--- config.mk ---
export PLATFORM = sky130hd
export DESIGN_NAME = pipeline_run_ctrl_flat
export DESIGN_NICKNAME = d
export VERILOG_FILES = /design/src/rtl/pipeline_run_ctrl_pkg.sv /design/src/rtl/pipeline_run_ctrl_if.sv /design/src/rtl/pipe_cycle_counter.sv /design/src/rtl/pipeline_run_ctrl.sv /design/src/flat_wrapper.sv
export SDC_FILE = /design/constraint.sdc
export NUM_CORES = 1
export LEC_CHECK = 0
export CORE_MARGIN = 2
export CORE_UTILIZATION = 37
export DETAILED_ROUTE_END_ITERATION = 8
export SLEW_MARGIN = 25
export SYNTH_ARGS = -nofsm -noshare
export SYNTH_HDL_FRONTEND = slang
export SYNTH_SLANG_ARGS = --single-unit
--- constraint.sdc ---
create_clock -name i_clk -period 3.7 [get_ports i_clk]
set_input_delay 0.555 -clock i_clk [delete_from_list [all_inputs] [get_ports i_clk]]
set_output_delay 0.555 -clock i_clk [all_outputs]
set_load 0.05 [all_outputs]
--- src/rtl/pipeline_run_ctrl_pkg.sv ---
// Shared encodings for the pipeline run/step controller.
// Command and state values match the debug front end's command word.
package pipeline_run_ctrl_pkg;

    localparam int unsigned NB_CMD   = 2;
    localparam int unsigned NB_STATE = 3;

    typedef enum logic [NB_CMD-1:0] {
        CMD_PAUSE = 2'b00,
        CMD_RUN   = 2'b01,
        CMD_STEP  = 2'b10,
        CMD_CLEAR = 2'b11
    } cmd_e;

    typedef enum logic [NB_STATE-1:0] {
        ST_IDLE   = 3'd0,
        ST_RUN    = 3'd1,
        ST_STEP   = 3'd2,
        ST_DRAIN  = 3'd3,
        ST_HALTED = 3'd4,
        ST_CLEAR  = 3'd5
    } state_e;

endpackage

--- src/rtl/pipeline_run_ctrl_if.sv ---
// Command handshake and pipeline control bundle between debug front end and controller.
interface pipeline_run_ctrl_if #(
    parameter int unsigned NB_CYCLE = 32
);
    logic                i_cmd_valid;
    logic [1:0]          i_cmd;
    logic                o_cmd_ready;
    logic                i_halt_detected;
    logic                o_pipe_enable;
    logic                o_pipe_flush;
    logic                o_halted;
    logic                o_step_done;
    logic [NB_CYCLE-1:0] o_cycle_count;

    modport master (
        output i_cmd_valid, i_cmd, i_halt_detected,
        input  o_cmd_ready, o_pipe_enable, o_pipe_flush, o_halted, o_step_done, o_cycle_count
    );

    modport slave (
        input  i_cmd_valid, i_cmd, i_halt_detected,
        output o_cmd_ready, o_pipe_enable, o_pipe_flush, o_halted, o_step_done, o_cycle_count
    );
endinterface

--- src/rtl/pipe_cycle_counter.sv ---
// Saturating count of enabled pipeline clocks; synchronous clear.
module pipe_cycle_counter #(
    parameter int unsigned NB_CYCLE = 32
) (
    input  logic                i_clk,
    input  logic                i_rst,
    input  logic                i_clear,
    input  logic                i_enable,
    output logic [NB_CYCLE-1:0] o_count
);
    logic [NB_CYCLE-1:0] count_q;
    logic [NB_CYCLE-1:0] count_d;

    // Hold at all-ones instead of wrapping.
    always_comb begin
        count_d = count_q;
        if (i_clear) begin
            count_d = '0;
        end else if (i_enable && (count_q != {NB_CYCLE{1'b1}})) begin
            count_d = count_q + NB_CYCLE'(1);
        end
    end

    always_ff @(posedge i_clk) begin
        if (!i_rst) begin
            count_q <= '0;
        end else begin
            count_q <= count_d;
        end
    end

    assign o_count = count_q;
endmodule

--- src/rtl/pipeline_run_ctrl.sv ---
// Run/step/pause controller for the 5-stage pipeline with HALT drain and clear.
// Outputs are registered decodes of the next state, so they track the state register.
module pipeline_run_ctrl
    import pipeline_run_ctrl_pkg::*;
#(
    parameter int unsigned NB_CYCLE   = 32,
    parameter int unsigned PIPE_DEPTH = 4,
    parameter int unsigned NB_DRAIN   = 3
) (
    input  logic                 i_clk,
    input  logic                 i_rst,
    pipeline_run_ctrl_if.slave   bus
);
    state_e              state_q, state_d;
    logic [NB_DRAIN-1:0] drain_q, drain_d;
    logic                ready_q, ready_d;
    logic                enable_q, enable_d;
    logic                flush_q, flush_d;
    logic                halted_q, halted_d;
    logic                done_q, done_d;
    logic                accept;
    cmd_e                cmd;

    assign cmd    = cmd_e'(bus.i_cmd);
    assign accept = bus.i_cmd_valid && ready_q;

    // Next-state and registered output decode.
    always_comb begin
        state_d = state_q;
        drain_d = drain_q;
        unique case (state_q)
            ST_IDLE: begin
                if (accept) begin
                    unique case (cmd)
                        CMD_RUN:   state_d = ST_RUN;
                        CMD_STEP:  state_d = ST_STEP;
                        CMD_CLEAR: state_d = ST_CLEAR;
                        default:   state_d = ST_IDLE;
                    endcase
                end
            end
            ST_RUN: begin
                // HALT outranks any command presented in the same clock.
                if (bus.i_halt_detected) begin
                    state_d = ST_DRAIN;
                    drain_d = NB_DRAIN'(PIPE_DEPTH - 1);
                end else if (accept && (cmd == CMD_PAUSE)) begin
                    state_d = ST_IDLE;
                end else if (accept && (cmd == CMD_CLEAR)) begin
                    state_d = ST_CLEAR;
                end
            end
            ST_STEP: begin
                if (bus.i_halt_detected) begin
                    state_d = ST_DRAIN;
                    drain_d = NB_DRAIN'(PIPE_DEPTH - 1);
                end else begin
                    state_d = ST_IDLE;
                end
            end
            ST_DRAIN: begin
                if (drain_q == '0) begin
                    state_d = ST_HALTED;
                end else begin
                    drain_d = drain_q - NB_DRAIN'(1);
                end
            end
            ST_HALTED: begin
                if (accept && (cmd == CMD_CLEAR)) begin
                    state_d = ST_CLEAR;
                end
            end
            ST_CLEAR: state_d = ST_IDLE;
            default:  state_d = ST_IDLE;
        endcase

        ready_d  = (state_d == ST_IDLE) || (state_d == ST_RUN) || (state_d == ST_HALTED);
        enable_d = (state_d == ST_RUN) || (state_d == ST_STEP) || (state_d == ST_DRAIN);
        flush_d  = (state_d == ST_CLEAR);
        halted_d = (state_d == ST_HALTED);
        done_d   = (state_q == ST_STEP) && (state_d == ST_IDLE);
    end

    always_ff @(posedge i_clk) begin
        if (!i_rst) begin
            state_q  <= ST_IDLE;
            drain_q  <= '0;
            ready_q  <= 1'b1;
            enable_q <= 1'b0;
            flush_q  <= 1'b0;
            halted_q <= 1'b0;
            done_q   <= 1'b0;
        end else begin
            state_q  <= state_d;
            drain_q  <= drain_d;
            ready_q  <= ready_d;
            enable_q <= enable_d;
            flush_q  <= flush_d;
            halted_q <= halted_d;
            done_q   <= done_d;
        end
    end

    // Count is zeroed at the edge that ends the CLEAR clock.
    pipe_cycle_counter #(
        .NB_CYCLE (NB_CYCLE)
    ) u_cycle_counter (
        .i_clk    (i_clk),
        .i_rst    (i_rst),
        .i_clear  (flush_q),
        .i_enable (enable_q),
        .o_count  (bus.o_cycle_count)
    );

    assign bus.o_cmd_ready   = ready_q;
    assign bus.o_pipe_enable = enable_q;
    assign bus.o_pipe_flush  = flush_q;
    assign bus.o_halted      = halted_q;
    assign bus.o_step_done   = done_q;
endmodule
--- src/flat_wrapper.sv ---
// flat-port wrapper written by rule: the top's interface ports become plain ports
module pipeline_run_ctrl_flat import pipeline_run_ctrl_pkg::*;
#(
    parameter int unsigned NB_CYCLE   = 32,
    parameter int unsigned PIPE_DEPTH = 4,
    parameter int unsigned NB_DRAIN   = 3
)
  (i_clk, i_rst, bus_i_cmd_valid, bus_i_cmd, bus_i_halt_detected, bus_o_cmd_ready, bus_o_pipe_enable, bus_o_pipe_flush, bus_o_halted, bus_o_step_done, bus_o_cycle_count);
  pipeline_run_ctrl_if #(.NB_CYCLE(NB_CYCLE)) bus_i ();
  input  logic i_clk;
  input  logic i_rst;
  input wire logic [$bits(bus_i.i_cmd_valid)-1:0] bus_i_cmd_valid;
  input wire logic [$bits(bus_i.i_cmd)-1:0] bus_i_cmd;
  input wire logic [$bits(bus_i.i_halt_detected)-1:0] bus_i_halt_detected;
  output wire logic [$bits(bus_i.o_cmd_ready)-1:0] bus_o_cmd_ready;
  output wire logic [$bits(bus_i.o_pipe_enable)-1:0] bus_o_pipe_enable;
  output wire logic [$bits(bus_i.o_pipe_flush)-1:0] bus_o_pipe_flush;
  output wire logic [$bits(bus_i.o_halted)-1:0] bus_o_halted;
  output wire logic [$bits(bus_i.o_step_done)-1:0] bus_o_step_done;
  output wire logic [$bits(bus_i.o_cycle_count)-1:0] bus_o_cycle_count;
  assign bus_i.i_cmd_valid = bus_i_cmd_valid;
  assign bus_i.i_cmd = bus_i_cmd;
  assign bus_i.i_halt_detected = bus_i_halt_detected;
  assign bus_o_cmd_ready = bus_i.o_cmd_ready;
  assign bus_o_pipe_enable = bus_i.o_pipe_enable;
  assign bus_o_pipe_flush = bus_i.o_pipe_flush;
  assign bus_o_halted = bus_i.o_halted;
  assign bus_o_step_done = bus_i.o_step_done;
  assign bus_o_cycle_count = bus_i.o_cycle_count;
  pipeline_run_ctrl #(.NB_CYCLE(NB_CYCLE), .PIPE_DEPTH(PIPE_DEPTH), .NB_DRAIN(NB_DRAIN)) u_core (.i_clk(i_clk), .i_rst(i_rst), .bus(bus_i));
endmodule
-- Word level (Yosys, flattened, before mapping)
Index checks and enable logic that the tools add are counted.
- add/subtract/negate cells: 2
- equal/unequal tests: 15
- multiplexer cells: 11
- bitwise gates (word level): 1
- reduce and logical (&&, ||, !) cells: 17
- operators with widths (cell ; number):
    $add A32 B1 Y32 const B ; 1
    $ne A32 B32 Y1 const B ; 1
    $mux W3 ; 7
    $pmux W3 S5 ; 1
    $eq A3 B2 Y1 const B ; 4
    $eq A3 B3 Y1 const B ; 3
    $logic_not A3 Y1 ; 3
    $pmux W3 S3 ; 1
    $eq A3 B1 Y1 const B ; 2
    $pmux W3 S2 ; 1
    $logic_and A1 B1 Y1 ; 5
    $eq A2 B2 Y1 const B ; 2
    $logic_or A1 B1 Y1 ; 4
    $reduce_or A2 Y1 ; 2
    $reduce_and A3 Y1 ; 1
    $sub A3 B1 Y3 const B ; 1
    $eq A2 B1 Y1 const B ; 1
    $logic_not A2 Y1 ; 1
    $mux W2 ; 1
    $ne A2 B1 Y1 const B ; 1
    $ne A2 B2 Y1 const B ; 1
    $reduce_bool A2 Y1 ; 1
    $not A1 Y1 ; 1
- register bits: 43
- input port bits: 6
- output and inout bits: 37
- word-level logic and storage cells: 54

-- Longest topological paths before layout
- depth in word-level cells: 9
- mapped depth: 7
- gate-level depth less buffers: 7

-- Cells and area by module
Synthesis repeated with hierarchy kept, for this count alone.
- cells, all modules: 270
- area total of the unflattened synthesis: 2319.7 µm²
- by module, submodules not included (module ; times used ; cells an instance ; area an instance (µm²) ; sequential area each (µm²)):
    pipe_cycle_counter ; 1 ; 203 ; 1667.8 ; 640.6
    pipeline_run_ctrl ; 1 ; 67 ; 651.9 ; 220.2

-- Worst setup path after synthesis
OpenSTA, ideal clock, no wires.
- path kind: flip-flop to flip-flop
- from: register u_core.u_cycle_counter.count_q[0] (netlist: u_core.u_cycle_counter.o_count[0])
- to: register u_core.u_cycle_counter.count_q[30] (netlist: u_core.u_cycle_counter.o_count[30])
- setup time: 0.070 ns
- arrival: 2.119 ns
- required time: 3.630 ns
- slack: 1.511 ns
- stages on the path, launching flop included: 7
- path buffers: 0
- clock period less this slack: 2.189 ns
- cells stage by stage: dfxtp_1 -> ha_1 -> nand2_1 -> nor4_2 -> nand4b_1 -> or3_1 -> a21oi_1
- cells in the longest elaborated chain, start to end: 2
- elaborated cells on any way between the ends: 3
- those cells by class: add/sub (1); eq/ne (1); reduce/logical (1)
- RTL lines (item ; line ; text):
    start, declared ; pipe_cycle_counter.sv:11 ; logic [NB_CYCLE-1:0] count_q;
    start signal, assigned ; pipe_cycle_counter.sv:28 ; count_q <= count_d;
    parallel branches: the longest is 2 deep, another holds $add A32 B1 Y32 ; -- ;
Several ways; the timed one is not identified.
A chain may end at the register's enable or synchronous reset.

-- Worst setup path after layout
- from: register u_core.u_cycle_counter.count_q[17] (netlist: u_core.u_cycle_counter.o_count[17])
- to: output bus_o_cycle_count[17]
- RTL lines (item ; line ; text):
    end, declared ; flat_wrapper.sv:20 ; output wire logic [$bits(bus_i.o_cycle_count)-1:0] bus_o_cycle_count;
No word-level cell between the ends.

==> qor.yml <==
dpl-instance-area_um2: 2720
pre_cts_ws_ps: 1350
nets: 318
portBuffers: 42
routed_wl_um: 5400
area_growth_pct: 23.6
r2r_cells: 6
grt_pass1_wl_um: 8990
endpoint_kind: "primary output"
drt_pre_antenna_iters: 5
internal-power_mw: 0.668
fin_setup_tns_ps: 0
design.core.area_um2: 5920
antenna_found_initial: 0
post_cts_buffers: 0
holdCritPathClass: "flop to flop"
synthFlopType: "dfxtp_1"
place_inst: 377
yosysSeqAreaShare: 0.380
synth_warnings: 0
power_density_nw_per_um2: 333
netlist_top_cells_count: "dfxtp_1 (43), a21oi_1 (25), nand2_1 (19), nand3_1 (18), o21ai_0 (16)"
setup_viol: 0
finalHoldViolCount: 0
clock_latency_ps: 290
leakage_nw: 0.892
gr-total-overflow: 0
seq_area_um2: 861
drc: 0
worstHoldPathCells: 2
crit_buf_inv: 1
power_mw: 0.932
worst_pin_slew_ps: 805
dieArea_um2: 6760
syn_area_um2: 2260
path_cells: "clkdlybuf4s50_1"
p_seq_frac: 0.538
outcome: "completed"
syn-num-nets: 279
cts-buffers-inserted: 5
start_util: 0.383
hold_start: "u_core.drain_q[0]$_SDFFE_PN0P_"
fin_util: 0.473
worst_slack_ps: 1490
relSlewSlack: 0.464
cts-root-buf: "clkbuf_8"
p_comb_frac: 0.149
multiInputGateArea_um2: 1310
slowest_delay_ps: 880
die_height_um: 82.2
max-cap-violations: 0
cts.repair.resized: 0
period_minus_slack_ps: 2210
yosysTopAreaCell: "dfxtp_1"
hold_slack_ps: 486
cts_tree: "yes"
grt_setup_unrepaired: "false"
viasPerCell: 5.65
antenna_cells: 0
critPathKind: "flop to primary output"
clock_skew_ps: 4.74
cts.sinks: 43
min_to: "u_core.drain_q[0]$_SDFFE_PN0P_"
stdcell_count: 385
synth-seq-cells: 43
htreeDepth: 2
rr_endpoint: "u_core.u_cycle_counter.o_count[30]$_SDFFE_PP0P_"
drive_gt1_frac: 0.0581
vias: 2176
dieWidth_um: 82.2
crit_fanout: 9
synth_top_area_share: 0.380
rows: 28
holdBufCountCts: 0
critPathTopFamily: "buffers and inverters"
r2r_slack_ps: 1510
synth_edf_count: 0
grt_use_total: 0.170
p_switching_mw: 0.264
ios: 43
timing.final.crit_share: 0.598
dp_hpwl_um: 3930
yosysMostFrequentCell: "dfxtp_1"
postRouteAntennaNets: 0
synth_area_leaders: "dfxtp_1 (38%), a21oi_1 (5.5%), nand3_1 (4.0%), or4_1 (4.0%), o21ai_0 (3.5%)"
postSynthCellCount: 270
fin_area_um2: 2800
ir_drop_mv: 0.222
clockBufferDepth: 2
critPathSlowestCell: "clkdlybuf4s50_1"
max_freq_mhz: 452
cp.required_ps: 3140
netSwitchingFraction: 0.283
r2r_start: "u_core.u_cycle_counter.o_count[1]$_SDFFE_PP0P_"
start_kind: "flop"
grt_max_degree: 22
critical_path_arrival_ps: 1660
slew_viol_final: 0
fill_cells: 586
clk_pin_slew_ps: 80
p_clk_frac: 0.313
gp_congestion: 0.835
async_flop_share: 0
drt_iter0_drc: 67
detail_route.wl_per_cell_um: 14.0
avgSynthCellArea_um2: 8.39
synth_cell_types: 49
grt_pass1_vias: 1950
## cell usage in the layout, fill, tap and decap left out, types with 4 or more instances in the layout
master / instances
or3_1: 12
and4_1: 4
nor2_1: 15
nand2_1: 19
nand4_1: 11
and3_1: 7
nand3_1: 18
clkdlybuf4s50_1: 42
or4_1: 12
o21ai_0: 16
and2_1: 6
dfxtp_1: 43
clkbuf_8: 5
inv_1: 7
o31ai_1: 9
a21oi_1: 25
## power by group through the flow
stage | clock [mW] | sequential [mW] | combinational [mW]
6_report | 0.292 | 0.501 | 0.139
5_1_grt | 0.323 | 0.505 | 0.154
4_1_cts | 0.301 | 0.500 | 0.140
3_5_place_dp | 0 | 0.511 | 0.139
3_3_place_gp | 0 | 0.511 | 0.138
2_1_floorplan | 0 | 0.532 | 0.0757
## final cells by class
| type | instances | area share |
|---|---|---|
| clock buffers | 7 | 0.0273 |
| clock inverters | 1 | 0.00179 |
| inverters | 7 | 0.00939 |
| multi-input cells | 209 | 0.468 |
| flip-flops and latches | 43 | 0.308 |
| well taps | 75 | 0.0335 |
| repair buffers | 43 | 0.153 |
## flip-flops by register name, indices dropped and copies added, names as in the netlist
register,count
u_core.u_cycle_counter.o_count,32
u_core.state_q,3
u_core.bus.o_pipe_flush,1
u_core.bus.o_step_done,1
u_core.bus.o_halted,1
u_core.bus.o_cmd_ready,1
u_core.bus.o_pipe_enable,1
u_core.drain_q,3
## per-layer routing
layer	GRT usage	wire, um
met2	0.262	2360
met4	0.0617	78
met5	0	0
met3	0.0359	256
met1	0.234	2710
## worst max-delay path by stage
stage | start | to | slack (ps) | cells past startpoint
floorplan | u_core.u_cycle_counter.o_count[0]$_SDFFE_PP0P_ | u_core.u_cycle_counter.o_count[30]$_SDFFE_PP0P_ | 1510 | 6
global placement | i_rst | u_core.u_cycle_counter.o_count[5]$_SDFFE_PP0P_ | 1400 | 4
detailed placement | i_rst | u_core.u_cycle_counter.o_count[5]$_SDFFE_PP0P_ | 1350 | 4
CTS | u_core.u_cycle_counter.o_count[17]$_SDFFE_PP0P_ | bus_o_cycle_count[17] | 1470 | 1
global route | u_core.u_cycle_counter.o_count[0]$_SDFFE_PP0P_ | u_core.u_cycle_counter.o_count[28]$_SDFFE_PP0P_ | 1260 | 6
finish | u_core.u_cycle_counter.o_count[17]$_SDFFE_PP0P_ | bus_o_cycle_count[17] | 1490 | 1
## kinds of logic (layout without fill, tap and decap cells)
group / count (synthesis) / after routing / synth area share
compound gates: 69 / 69 / 0.189
xor+xnor: 4 / 4 / 0.0155
fa+ha+maj: 4 / 4 / 0.0210
buf+inv: 18 / 58 / 0.0420
flops: 43 / 43 / 0.380
simple gates: 132 / 132 / 0.352
No activity file was read; power rests on OpenSTA's default activity.
